File: config.mk
export PLATFORM = sky130hd
export DESIGN_NAME = peripheral_div
export DESIGN_NICKNAME = d
export VERILOG_FILES = /design/src/rtl/peripheral_div.sv
export SDC_FILE = /design/constraint.sdc
export NUM_CORES = 1
export LEC_CHECK = 0
export BUFFER_PORTS_ARGS = -buffer_cell sky130_fd_sc_hd__buf_2
export CAP_MARGIN = 20
export CORE_ASPECT_RATIO = 0.6
export CORE_MARGIN = 2
export CORE_UTILIZATION = 40
export DETAILED_ROUTE_END_ITERATION = 8
export PLACE_DENSITY_LB_ADDON = 0.12
export SLEW_MARGIN = 10
export SYNTH_ARGS = -nofsm -noshare
export SYNTH_HDL_FRONTEND = slang
export SYNTH_SLANG_ARGS = --single-unit
File: constraint.sdc
create_clock -name clk -period 6.05 [get_ports clk]
set_input_delay 0 -clock clk [delete_from_list [all_inputs] [get_ports clk]]
set_output_delay 0 -clock clk [all_outputs]
set_load 0.01 [all_outputs]
File: src/rtl/peripheral_div.sv
// Bus-slave unsigned divider: restoring division, one quotient bit per clock.
// Software loads DIVIDEND/DIVISOR, writes CTRL.start, polls STATUS, reads results.
module peripheral_div #(
  parameter int DIV_W = 32
) (
  input  logic        clk,
  input  logic        resetn,
  input  logic [31:0] d_in,
  input  logic        cs,
  input  logic [31:0] addr,
  input  logic        rd,
  input  logic        wr,
  output logic [31:0] d_out
);

  localparam int CNT_W = (DIV_W > 1) ? $clog2(DIV_W) : 1;
  localparam logic [CNT_W-1:0] LAST = CNT_W'(DIV_W - 1);

  localparam logic [1:0] IDLE = 2'd0;
  localparam logic [1:0] BUSY = 2'd1;
  localparam logic [1:0] DONE = 2'd2;

  logic [1:0]       state_q, state_d;
  logic [DIV_W-1:0] dividend_q, dividend_d;
  logic [DIV_W-1:0] divisor_q, divisor_d;
  logic [DIV_W-1:0] rem_q, rem_d;
  logic [DIV_W-1:0] quo_q, quo_d;
  logic [CNT_W-1:0] cnt_q, cnt_d;
  logic             dz_q, dz_d;
  logic [31:0]      dout_q, dout_d;

  logic             wr_en, rd_en, busy, done, ge;
  logic [2:0]       sel;
  logic [DIV_W:0]   rem_sh, diff, quo_sh;
  logic [31:0]      rdata;
  logic             unused;

  assign wr_en = cs & wr;
  assign rd_en = cs & rd;
  assign sel   = addr[4:2];
  assign busy  = (state_q == BUSY);
  assign done  = (state_q == DONE);

  // Restoring step: shift the next dividend bit into the partial remainder,
  // then subtract the divisor when it fits (compare needs the extra top bit).
  assign rem_sh = {rem_q, quo_q[DIV_W-1]};
  assign diff   = rem_sh - {1'b0, divisor_q};
  assign ge     = (rem_sh >= {1'b0, divisor_q});
  assign quo_sh = {quo_q, ge};

  assign unused = ^{d_in, addr, diff[DIV_W], rem_sh[DIV_W], quo_sh[DIV_W]};

  always_comb begin
    rdata = 32'd0;
    case (sel)
      3'd0:    rdata = 32'(dividend_q);
      3'd1:    rdata = 32'(divisor_q);
      3'd3:    rdata = 32'(quo_q);
      3'd4:    rdata = 32'(rem_q);
      3'd5:    rdata = 32'({dz_q, done, busy});
      default: rdata = 32'd0;
    endcase
  end

  always_comb begin
    state_d    = state_q;
    dividend_d = dividend_q;
    divisor_d  = divisor_q;
    rem_d      = rem_q;
    quo_d      = quo_q;
    cnt_d      = cnt_q;
    dz_d       = dz_q;
    dout_d     = rd_en ? rdata : dout_q;

    if (busy) begin
      rem_d = ge ? diff[DIV_W-1:0] : rem_sh[DIV_W-1:0];
      quo_d = quo_sh[DIV_W-1:0];
      cnt_d = cnt_q + 1'b1;
      if (cnt_q == LAST) state_d = DONE;
    end else if (wr_en) begin
      case (sel)
        3'd0: dividend_d = d_in[DIV_W-1:0];
        3'd1: divisor_d  = d_in[DIV_W-1:0];
        3'd2: begin
          if (d_in[0]) begin
            cnt_d = '0;
            if (divisor_q == '0) begin
              state_d = DONE;
              quo_d   = '1;
              rem_d   = dividend_q;
              dz_d    = 1'b1;
            end else begin
              state_d = BUSY;
              quo_d   = dividend_q;
              rem_d   = '0;
              dz_d    = 1'b0;
            end
          end
        end
        default: ;
      endcase
    end
  end

  always_ff @(posedge clk or negedge resetn) begin
    if (!resetn) begin
      state_q    <= IDLE;
      dividend_q <= '0;
      divisor_q  <= '0;
      rem_q      <= '0;
      quo_q      <= '0;
      cnt_q      <= '0;
      dz_q       <= 1'b0;
      dout_q     <= '0;
    end else begin
      state_q    <= state_d;
      dividend_q <= dividend_d;
      divisor_q  <= divisor_d;
      rem_q      <= rem_d;
      quo_q      <= quo_d;
      cnt_q      <= cnt_d;
      dz_q       <= dz_d;
      dout_q     <= dout_d;
    end
  end

  assign d_out = dout_q;

endmodule

# Word level (Yosys, flattened, before mapping)
# Cells that the tools add are included.
# totals
register_bits,168
input_bits,69
out_inout_bits,32
wordCells,56
# classes
add_sub_neg,2
magnitude_cmp,1
eq_ne,9
mux,23
bitwise_logic,3
n_reduce_logical,10
# ops
operator,n
2-to-1 mux 32 bit,11
case mux 32 bit (5 select lines),1
>= comparator 33 x 32 -> 1 bit,1
zero test 32 bit,1
subtractor 32 bit,1
2-to-1 mux 5 bit,4
2-to-1 mux 2 bit,6
AND reduction 3 bit,3
AND reduction 4 bit,2
"== test 3 x 2 -> 1 bit, second input constant",2
"== test 3 bit, second input constant",2
nonzero test 2 bit,3
"adder 5 x 1 -> 5 bit, second input constant",1
"== test 5 bit, second input constant",1
"== test 3 x 1 -> 1 bit, second input constant",1
zero test 3 bit,1
AND 1 bit,2
"== test 2 x 1 -> 1 bit, second input constant",1
"== test 2 bit, second input constant",1
"inequality test 2 x 1 -> 1 bit, second input constant",1
2-to-1 mux 1 bit,1
inverter 1 bit,1

# Longest topological paths before layout
# Gate-level depths: netlist (run 1).
# logic_depth
depth_word,6
mapped_depth,13
ltp_nobuf,12

# Least setup slack after synthesis (run 1)
# Ideal clock, no wire load.
# synth_path
kind,register to register
startpoint,register quo_q[31]
endpoint,register rem_q[24]
arrival_time_ns,2.492
slack_ns,3.421
stages_incl_launch_ff,13
cell_sequence,dfrtp_1 > inv_1 > ha_1 > inv_1 > fa_1 > a21o_1 > a21o_1 > a31oi_1 > o221a_2 > o21ai_1 > xor2_1 > a222oi_1 > a21oi_1
# synth_between
elab_chain_len,3
word_cells_on_any_way,4
classes_between,1 x add/sub; 1 x order compare; 2 x mux
# synth_lines
item,line_no,text
start: declaration,27,"logic [DIV_W-1:0] quo_q, quo_d;"
start signal: assignment,120,quo_q <= quo_d;
subtractor 32 bit / >= comparator 33 x 32 -> 1 bit (equally long branches),"47, 48",
2-to-1 mux 32 bit (*),76,rem_d = ge ? diff[DIV_W-1:0] : rem_sh[DIV_W-1:0];
2-to-1 mux 32 bit (*),75,if (busy) begin
end signal: assignment,119,rem_q <= rem_d;
end: declaration,26,"logic [DIV_W-1:0] rem_q, rem_d;"
# Every way passes the cells marked *; elsewhere a longest branch is shown, timed or not.
# A chain may end at the register's enable or synchronous reset.

# Worst setup path in the final report (run 1)
# layout_path
startpoint,register divisor_q[1]
endpoint,register rem_q[1]
# layout_between
elab_chain_len,6
word_cells_on_any_way,9
classes_between,1 x add/sub; 1 x order compare; 6 x mux; 1 x reduce/logical
# layout_lines
item,line_no,text
start: declaration,25,"logic [DIV_W-1:0] divisor_q, divisor_d;"
start signal: assignment,118,divisor_q <= divisor_d;
branches (longest 5 deep; another with subtractor 32 bit),-,
2-to-1 mux 32 bit (*),75,
# Every way passes the cells marked *. The select of a mux whose other input is x is not followed.

==> results of run 1 <==
## logic make-up (layout without fill, tap and decap cells)
family,count (synthesis),after routing,share of synthesized area
compound gates,345,345,0.239
fa+ha+maj,35,35,0.0462
mux,36,36,0.0421
buf+inv,116,192,0.0492
simple gates,345,345,0.162
flops,168,168,0.436
xor+xnor,27,27,0.0245
## layer usage
| layer | global-route usage | wire length, µm | vias to the layer above |
|---|---|---|---|
| met2 | 0.333 | 12600 | 369 |
| met1 | 0.446 | 17300 | 4391 |
| met4 | 0.0448 | 201 | 0 |
| met5 | 0 | 0 | - |
| met3 | 0.0912 | 3840 | 18 |
| li1 | - | - | 4050 |
## power by group through the flow
stage	combinational [W]	sequential [W]	clock [W]
after floorplan	0.00200	0.00181	0
after CTS	0.00275	0.00195	0.00121
after detailed placement	0.00271	0.00197	0
after global routing	0.00308	0.00202	0.00125
after global placement	0.00270	0.00197	0
final	0.00280	0.00197	0.00119
## through the flow
stage	total power, W	std cells	instance area [µm²]	utilization	setup WS (ns)
6_report	0.00596	1463	11200	0.480	2.69
5_1_grt	0.00635	1463	11200	0.480	2.54
4_1_cts	0.00590	1462	11200	0.479	2.81
3_5_place_dp	0.00468	1397	10200	0.438	2.84
3_3_place_gp	0.00467	1397	10200	0.438	2.83
2_1_floorplan	0.00381	1072	9630	-	3.42
## cell type report
cell class	instances	area, µm²
inverter	39	146
fill	2255	12100
multi-input combinational	788	5000
clock buffer	21	470
timing repair buffer	121	823
tap	315	394
clock inverter	11	160
sequential	168	4200
## worst reg2reg max path, delay by kind of cell (launching register included)
family                   cells  cell delay, ns
adder cells (fa/ha/maj)      1            0.30
AND/OR/NAND/NOR              2            0.41
buffers and inverters        2            0.47
AO/OA/AOI/OAI                6            1.68
flip-flops                   1            0.42
## state kept, by name (all words and copies together), names as in the netlist
register and count:
rem_q 32, d_out 32, divisor_q 32, state_q 2, dividend_q 32, dz_q 1, quo_q 32, cnt_q 5
## worst min path at each step
stage | end | slack, ns | cells past startpoint
after CTS | d_out[1] | 0.04 | 3
after detailed placement | d_out[9] | -0.009 | 1
after global placement | d_out[9] | -0.009 | 1
final | d_out[1] | 0.05 | 3
after global routing | d_out[2] | 0.08 | 3
after floorplan | cnt_q[0] | -0.30 | 0
## what timing repair did
| item | CTS | global route |
|---|---|---|
| gates resized for setup | 0 | 0 |
| hold buffers | 33 | 0 |
| hold endpoints to repair | 118 | 0 |
| setup buffers | 0 | 0 |
## layout by cell type, fill, tap and decap left out, types with 4 or more instances in the layout
cell           count
xor2_1            14
xnor2_1           13
a31oi_1            8
nand2_1          145
and3_1             8
buf_4             16
dlygate4sd3_1     33
buf_2             70
o211ai_1           4
nor3_1            39
nor2_1            84
mux2_2            36
nand3_1           12
o21ai_0           97
clkbuf_16         17
inv_1             39
a22o_1            30
nand4_1           11
a221oi_1          53
a22oi_1            8
a21oi_1           64
o31ai_1           32
a21o_1            12
o22ai_1            8
nor4_1             9
dfrtp_1          168
ha_1              34
==> summary.txt, run 1 <==
Run status
  – Run status: completed

Worst setup path
  – CP max stage delay: 0.51 ns
  – Crit path cell chain: inv_1 -> ha_1 -> nor2b_1 -> o2111ai_1 -> a21oi_1 -> or2_1 -> a41oi_2 -> a21oi_2 -> buf_4 -> a221oi_1 -> a22oi_1
  – R2r endpoint: rem_q[1]
  – Cell depth of the worst setup path: 11
  – Critical path's slowest cell: a21oi_2
  – R2r setup slk: about 2.7 ns
  – Cell family with most CP delay: compound AO/OA/AOI/OAI gates
  – Worst EP required: around 6.4 ns
  – Worst path buffer plus inverter count: 2
  – CP Launch Point: divisor_q[1]
  – Crit path kind: register to register
  – Data arrival, critical path: around 3.7 ns
  – Reg2reg start: divisor_q[1]
  – Worst Path Max Fanout: 16
  – Setup crit end: rem_q[1]
  – Critical Path Source Type: register
  – Setup crit end kind: register
  – Reg2reg path depth: 11

Routing
  – Via/cell ratio: ~6.0
  – DR iter-0 viols: 1,011
  – Via count: approximately 8,800
  – Detailed Routing Iterations Pass 1: 6
  – Detailed Route WL: about 34 mm
  – Routed wire per std cell: 23.2 µm
  – Routed Antenna Nets: 0
  – DRC: 0

Timing
  – Final min period: 3.36 ns
  – Smallest hold slack: between 0.05 and 0.06 ns
  – Worst Tran Pin Value: about 1.1 ns
  – Slew Limit Headroom: 0.259
  – Final setup viols: 0
  – Final Cycle Share: 0.555
  – Skew final: ~0.013 ns
  – Fin. Hold Viols: 0
  – RSZ-0062 raised after global routing: no
  – Final slew viol count: 0
  – FMAX: 298 MHz
  – Final setup TNS: 0 ns

Pwr
  – Psw: ~0.0027 W
  – Logic pwr share: 0.470
  – PwrDens: about 530 nW/µm²
  – VDD IR-drop max: 210 µV
  – Cell internal pwr: ~0.0033 W
  – Reg power frac: 0.330
  – Leakage Power: 4.79 nW
  – Clock Power Share: 0.200
  – Switching Fraction: 0.450

Finish
  – Area growth syn-to-layout: 16.3%
  – Final #Nets: between 1,000 and 1,500
  – ANT cells: 0
  – Layout cells sized above 1: 0.154

GRT
  – Largest net degree at the start of global routing: 64
  – First-pass GRT wire length: 52.1 mm
  – Vias in the first global route: around 8,200
  – Antenna violations before repair: 2
  – Overflow after GRT: 0
  – GRT Resource Usage Total: 0.271

Die
  – Rows: 43
  – Die Ht: about 120 µm
  – IO Pins: just over 100
  – Core Area: approximately 23,000 µm²
  – Die width: 204 µm
  – Die area: roughly 25,000 µm²
  – Initial Util: 0.413

Synth
  – Synth Instances: around 1,100
  – Cell accounting for the most synthesized area: dfrtp_1
  – Number of synthesized flops with an enable pin: 0
  – Mean Syn Cell Area: around 9.0 µm²
  – Mapped Nets: between 1,000 and 1,500
  – Register area share after synthesis: 0.436
  – Post-synth top area share: 0.436
  – Top-count cell post-synth: dfrtp_1
  – Post-synth top flop: dfrtp_1
  – Asr flop ratio synth: 1.00
  – Count of state elements after synthesis: between 150 and 200
  – Most frequent cells after synthesis: 168 x dfrtp_1, 146 x nand2_1, 97 x o21ai_0, 87 x nor2_1, 64 x a21oi_1
  – YS warnings: 0
  – Top post-synthesis cells by area: dfrtp_1 44%, nand2_1 5.7%, o21ai_0 5.0%
  – Netlist cell types: 63
  – Area of the mapped netlist: 9630 µm²

Place
  – GPL Wtd Cong: between 0.9 and 1
  – PortBufs: between 70 and 80
  – DPL Wire Length: ~24 mm

Worst hold path
  – Hold Path Class: primary input to register
  – Hold Crit Start: addr[4]

Flow run
  – Max-cap violations: 0

Clock tree
  – # clock sinks: approximately 170
  – CTS buffer count: 17
  – Worst-case clock buffer depth: 2
  – CTS Root Cell: clkbuf_16
  – Clk slew on worst S/H paths: approximately 0.070 ns
  – CTS H-tree depth: 4
  – Worst-Skew Late Latency: approximately 0.44 ns
  – CTS tree: built
(Power assumes the default switching activity.)
==> inputs of run 2 (changes only) <==
Clock period 6.05 ns to 3.24 ns, I/O delays scaled along.
==> run 2 against run 1 <==
Via count is 0.70% higher. Clock power is 82% higher. Combinational power is 98% higher. Sequential share of layout area is 0.80 points lower. Core utilization is 1.1 points higher. Power is 92% higher.
==> summary.txt, run 2 (synthesis gave the netlist of run 1 again) <==
Run status
  – Run status: completed

Die
  – IO Pins: 101 (unchanged)
  – Rows: 43 (unchanged)
  – Core Area: 23,300 µm² (unchanged)
  – Die Ht: 124 µm (unchanged)
  – Initial Util: 0.413 (unchanged)
  – Die width: 204 µm (unchanged)
  – Die area: 25,400 µm² (unchanged)

Timing
  – Final setup TNS: 0 ns (unchanged)
  – RSZ-0062 raised after global routing: no
  – FMAX: 326 MHz (+9.6%)
  – Final slew viol count: 0 (unchanged)
  – Worst Tran Pin Value: 1.19 ns (+0.0751 ns)
  – Final Cycle Share: 0.946 (+0.391)
  – Skew final: 0.0147 ns (+0.00126 ns)
  – Slew Limit Headroom: 0.209 (-0.0501)
  – Final min period: 3.06 ns (-0.293 ns)
  – Fin. Hold Viols: 0 (unchanged)
  – Final setup viols: 0 (unchanged)

Routing
  – Routed wire per std cell: 22.8 µm (-1.8%)
  – Detailed Route WL: 34.0 mm (+0.17%)
  – DRC: 0 (unchanged)
  – DR iter-0 viols: 1,132 (+12%)
  – Via count: 8,890 (+0.70%)
  – Via/cell ratio: 5.95 (-1.3%)
  – Detailed Routing Iterations Pass 1: 5 (-1)
  – Routed Antenna Nets: 0 (unchanged)

Worst hold path
  – Hold Path Class: primary input to register
  – WHS Path Cells: 3 (unchanged)
  – Hold Path Sink: d_out[2]
  – Hold Crit Start: addr[3]

Pwr
  – VDD IR-drop max: 370 µV (+76%)
  – PwrDens: 998 nW/µm² (+87%)
  – Power Total: 0.0114 W (+92%)
  – Leakage Power: 4.96 nW (+3.5%)

Clock tree
  – CTS buffer count: 17 (unchanged)
  – CTS H-tree depth: 4 (unchanged)
  – Setup Fix Bufs, Post-CTS: 0 (unchanged)
  – Worst-Skew Late Latency: 0.44 ns (about the same)
  – # clock sinks: 168 (unchanged)
  – Clk slew on worst S/H paths: 0.07 ns (about the same)
  – CTS tree: built
  – CTS Root Cell: clkbuf_16
  – Worst-case clock buffer depth: 2 (unchanged)

Worst setup path
  – Critical path's slowest cell: dfrtp_1
  – Setup crit end kind: register
  – R2r endpoint: rem_q[19]
  – CP max stage delay: 0.47 ns (-0.04 ns)
  – Worst Path Max Fanout: 10 (-6)
  – Worst EP required: 3.60 ns (-2.80 ns)
  – Reg2reg path depth: 11 (unchanged)
  – Crit path kind: register to register
  – R2r setup slk: 0.18 ns (-2.52 ns)
  – Data arrival, critical path: 3.43 ns (-0.28 ns)
  – Crit path cell chain: inv_1 -> ha_1 -> a21oi_1 -> o21ai_0 -> a211oi_1 -> nor3_1 -> nor3_2 -> and3_4 -> buf_4 -> a221oi_1 -> o21ai_0
  – Critical Path Source Type: register
  – Reg2reg start: divisor_q[24]
  – Most numerous cell on the critical path: o21ai_0

GRT
  – Largest net degree at the start of global routing: 71 (+11%)
  – Overflow after GRT: 0 (unchanged)
  – GRT Resource Usage Total: 0.277 (+0.00618)
  – Antenna violations before repair: 1 (-1)
  – First-pass GRT wire length: 53.2 mm (+2.1%)
  – Vias in the first global route: 8,448 (+3.1%)

Finish
  – Most frequent cells in the layout: 168 x dfrtp_1, 146 x nand2_1, 96 x o21ai_0
  – Multi-input logic area: 5000 µm² (unchanged)
  – Seq. cell area: 4200 µm² (unchanged)
  – Area growth syn-to-layout: 18.8%
  – Fillers: 2,229 (-1.2%)
  – Final #Nets: 1,270 (+2.5%)
  – Layout Utilization: 0.490 (+0.0105)
  – Commonest non-fill, non-tap cell in the layout: dfrtp_1
  – ANT cells: 0 (unchanged)
  – Layout cells sized above 1: 0.174 (+0.0198)

Flow run
  – Max-cap violations: 0 (unchanged)

Place
  – PortBufs: 71 (unchanged)
  – DPL Wire Length: 24.8 mm (+3.9%)
  – GPL Wtd Cong: 0.897 (-5.2%)
-- run 2: cell types whose count changed in the layout (fill, tap and decap cells not counted), sizes merged --
cell      previous run  this run
clkinv               2         5
clkbuf              21        19
buf                 88       119
clkinvlp             2         0
-- run 2: report_power, final --
group          leakage, nW  internal, W  switching [W]
sequential            2.10      0.00283       0.000891
combinational         2.56      0.00220        0.00333
clock                0.302      0.00125       0.000919
-- run 2: area by class of cell --
| cell class | instances | share of cell area |
|---|---|---|
| clock buffer | 19 | 0.0387 |
| tap | 315 | 0.0344 |
| multi-input combinational | 788 | 0.437 |
| sequential | 168 | 0.367 |
| timing repair buffer | 152 | 0.0952 |
| inverter | 39 | 0.0128 |
| clock inverter | 12 | 0.0145 |
-- run 2: worst max path at each step --
stage,start,end,slack [ns],cells past startpoint
6_report,divisor_q[24],rem_q[19],0.18,11
3_3_place_gp,divisor_q[24],rem_q[19],0.29,11
5_1_grt,divisor_q[26],rem_q[31],0.004,11
2_1_floorplan,quo_q[31],rem_q[24],0.61,12
4_1_cts,quo_q[31],rem_q[22],0.19,13
3_5_place_dp,quo_q[31],rem_q[22],0.24,13
-- run 2: routing by layer --
layer  track usage  vias up  wire length (µm)
li1              -     4108                 -
met1         0.470     4335             18000
met2         0.328      421             12000
met3        0.0826       26              3540
met4        0.0550        0               373
met5             0        -                 0
-- run 2: stage by stage --
step / setup WS (ns) / cells / cell area [µm²] / hold slack (ns)
finish: 0.176 / 1493 / 11400 / 0.0465
global route: 0.00397 / 1493 / 11400 / 0.0564
CTS: 0.188 / 1493 / 11400 / 0.0238
detailed placement: 0.241 / 1429 / 10500 / 0.0706
global placement: 0.288 / 1429 / 10500 / 0.0700
floorplan: 0.611 / 1072 / 9630 / -0.296
-- run 2: worst max-delay path, delay by kind of cell, from the launching register on --
kind / cells / cell delay, ns
adder cells (fa/ha/maj): 1 / 0.38
buffers and inverters: 2 / 0.32
AND/OR/NAND/NOR: 3 / 0.82
flip-flops: 1 / 0.47
AO/OA/AOI/OAI: 5 / 1.00
-- run 2: repair_timing --
item                                    CTS  global route
endpoints found under the hold margin   131             0
resized for setup                         0             2
hold buffers                             33             0
endpoints found under the setup margin    0             3
==> inputs of run 3 (changes only) <==
Settings changed: RECOVER_POWER set to 50.
==> run 3 against run 2 <==
The flow now finishes with violations (max-capacitance violations, max-slew violations). Setup slack got worse by 0.020 ns. Register-to-register slack worse by 0.02 ns. First-iteration DRC count fell by 6.9%. Largest cell class unchanged. Largest power group unchanged.
==> summary.txt, run 3 (synthesis gave the netlist of run 1 again) <==
Finish
  – Commonest non-fill, non-tap cell in the layout: dfrtp_1
  – Most frequent cells in the layout: 168 x dfrtp_1, 146 x nand2_1, 96 x o21ai_0
  – Fin area: 11,400 µm² (-0.57%)
  – Area growth syn-to-layout: 18.1%
  – Layout cells sized above 1: 0.146 (-0.0280)
  – Layout Utilization: 0.487 (-0.00279)
  – Final #Nets: 1,270 (unchanged)
  – ANT cells: 0 (unchanged)

GRT
  – Vias in the first global route: 8,448 (unchanged)
  – GRT Resource Usage Total: 0.277 (unchanged)
  – Overflow after GRT: 0 (unchanged)
  – Antenna violations before repair: 1 (unchanged)
  – First-pass GRT wire length: 53.2 mm (unchanged)
  – Largest net degree at the start of global routing: 71 (unchanged)

Timing
  – RSZ-0062 raised after global routing: no
  – Worst Tran Pin Value: 1.89 ns (+0.702 ns)
  – Fin. Hold Viols: 0 (unchanged)
  – FMAX: 324 MHz (-0.64%)
  – Final min period: 3.08 ns (+0.0198 ns)
  – Final slew viol count: 71 (+71)
  – Skew final: 0.0141 ns (-0.000555 ns)
  – Final Cycle Share: 0.952 (+0.00610)
  – Final setup TNS: 0 ns (unchanged)
  – Slew Limit Headroom: -0.259 (-0.468)
  – Final setup viols: 0 (unchanged)

Pwr
  – Power Total: 0.0114 W (about the same)
  – PwrDens: 1000 nW/µm² (+0.54%)
  – Leakage Power: 4.82 nW (-2.8%)
  – VDD IR-drop max: 372 µV (+0.63%)

Worst setup path
  – Worst EP required: 3.60 ns (about the same)
  – Data arrival, critical path: 3.44 ns (about the same)
  – Worst path buffer plus inverter count: 2 (unchanged)
  – CP Launch Point: divisor_q[24]
  – Critical Path Source Type: register
  – Reg2reg start: divisor_q[24]
  – Cell family with most CP delay: compound AO/OA/AOI/OAI gates
  – CP max stage delay: 0.47 ns (about the same)
  – Crit path kind: register to register
  – Critical path's slowest cell: dfrtp_1
  – Setup crit end kind: register
  – Worst Path Max Fanout: 10 (unchanged)
  – Most numerous cell on the critical path: o21ai_0
  – Crit path cell chain: inv_1 -> ha_1 -> a21oi_1 -> o21ai_0 -> a211oi_1 -> nor3_1 -> nor3_2 -> and3_4 -> buf_4 -> a221oi_1 -> o21ai_0

Clock tree
  – Clk slew on worst S/H paths: 0.07 ns (about the same)
  – Worst-case clock buffer depth: 2 (unchanged)
  – CTS buffer count: 17 (unchanged)
  – CTS tree: built
  – Setup Fix Bufs, Post-CTS: 0 (unchanged)
  – Worst-Skew Late Latency: 0.44 ns (about the same)
  – # clock sinks: 168 (unchanged)
  – CTS Root Cell: clkbuf_16
  – CTS H-tree depth: 4 (unchanged)

Place
  – DPL Wire Length: 24.8 mm (unchanged)
  – PortBufs: 71 (unchanged)
  – DP Area: 10,500 µm² (unchanged)
  – GPL Wtd Cong: 0.897 (unchanged)

Worst hold path
  – Hold Path Class: primary input to register
  – Hold Crit Start: addr[4]

Routing
  – Detailed Routing Iterations Pass 1: 8 (+3)
  – DRC: 0 (unchanged)
  – Routed wire per std cell: 22.8 µm (+0.20%)
  – Detailed Route WL: 34.1 mm (+0.20%)
  – DR iter-0 viols: 1,054 (-6.9%)
  – Via count: 8,919 (+0.33%)
  – Via/cell ratio: 5.97 (+0.33%)
  – Routed Antenna Nets: 0 (unchanged)

Run status
  – Run status: complete, but fails checks
  – Failing checks: max-capacitance violations, max-slew violations

Flow run
  – Max-cap violations: 1 (+1)

Die
  – Rows: 43 (unchanged)
  – Die width: 204 µm (unchanged)
  – Initial Util: 0.413 (unchanged)
  – Die area: 25,400 µm² (unchanged)
  – Core Area: 23,300 µm² (unchanged)
  – Die Ht: 124 µm (unchanged)
  – IO Pins: 101 (unchanged)
## run 3: cell count changes in the layout (fill, tap and decap cells not counted), sizes merged
cell    change
clkbuf     +36
buf        -36
## run 3: worst paths after layout
path,to,slack [ns],depth (start not counted)
setup reg to reg,rem_q[19],0.16,11
max in group asynchronous,rem_q[29],0.69,3
hold / removal,d_out[2],0.04,3
min in group asynchronous,d_out[9],0.62,2
hold reg to reg,d_out[26],0.48,2
setup / recovery,rem_q[19],0.16,11
## run 3: area by class of cell
class                           count  area [µm²]
Fill cell                        2251       12000
Multi-Input combinational cell    788        5000
Sequential cell                   168        4200
Timing Repair Buffer              152        1020
Clock buffer                       19         443
Tap cell                          315         394
Clock inverter                     12         166
Inverter                           39         146
## run 3: layer usage
layer  track usage  wire [µm]  vias up
met2         0.328      12100      442
li1              -          -     4106
met4        0.0550        360        0
met5             0          0        -
met1         0.470      17900     4351
met3        0.0826       3650       20
## run 3: repair_timing
item / in CTS / in global routing
setup endpoints to repair: 0 / 3
hold buffers: 33 / 0
gates resized for setup: 0 / 2
hold endpoints to repair: 131 / 0
## run 3: worst reg2reg max path, stage by stage (launching register included)
cell,delay [ns]
dfrtp_1,0.47
inv_1,0.12
ha_1,0.38
a21oi_1,0.29
o21ai_0,0.18
a211oi_1,0.25
nor3_1,0.11
nor3_2,0.34
and3_4,0.39
buf_4,0.21
a221oi_1,0.09
o21ai_0,0.20
## run 3: through the flow
step           hold slack, ns  setup slack (ns)  std cells
2_1_floorplan          -0.296             0.611       1072
3_3_place_gp           0.0700             0.288       1429
3_5_place_dp           0.0706             0.241       1429
4_1_cts                0.0238             0.188       1493
5_1_grt                0.0564           0.00397       1493
6_report               0.0385             0.157       1493
## run 3: power by group
part | internal (W) | switching, W | leakage [nW]
logic | 0.00218 | 0.00335 | 2.42
registers | 0.00283 | 0.000897 | 2.10
clock network | 0.00125 | 0.000916 | 0.302
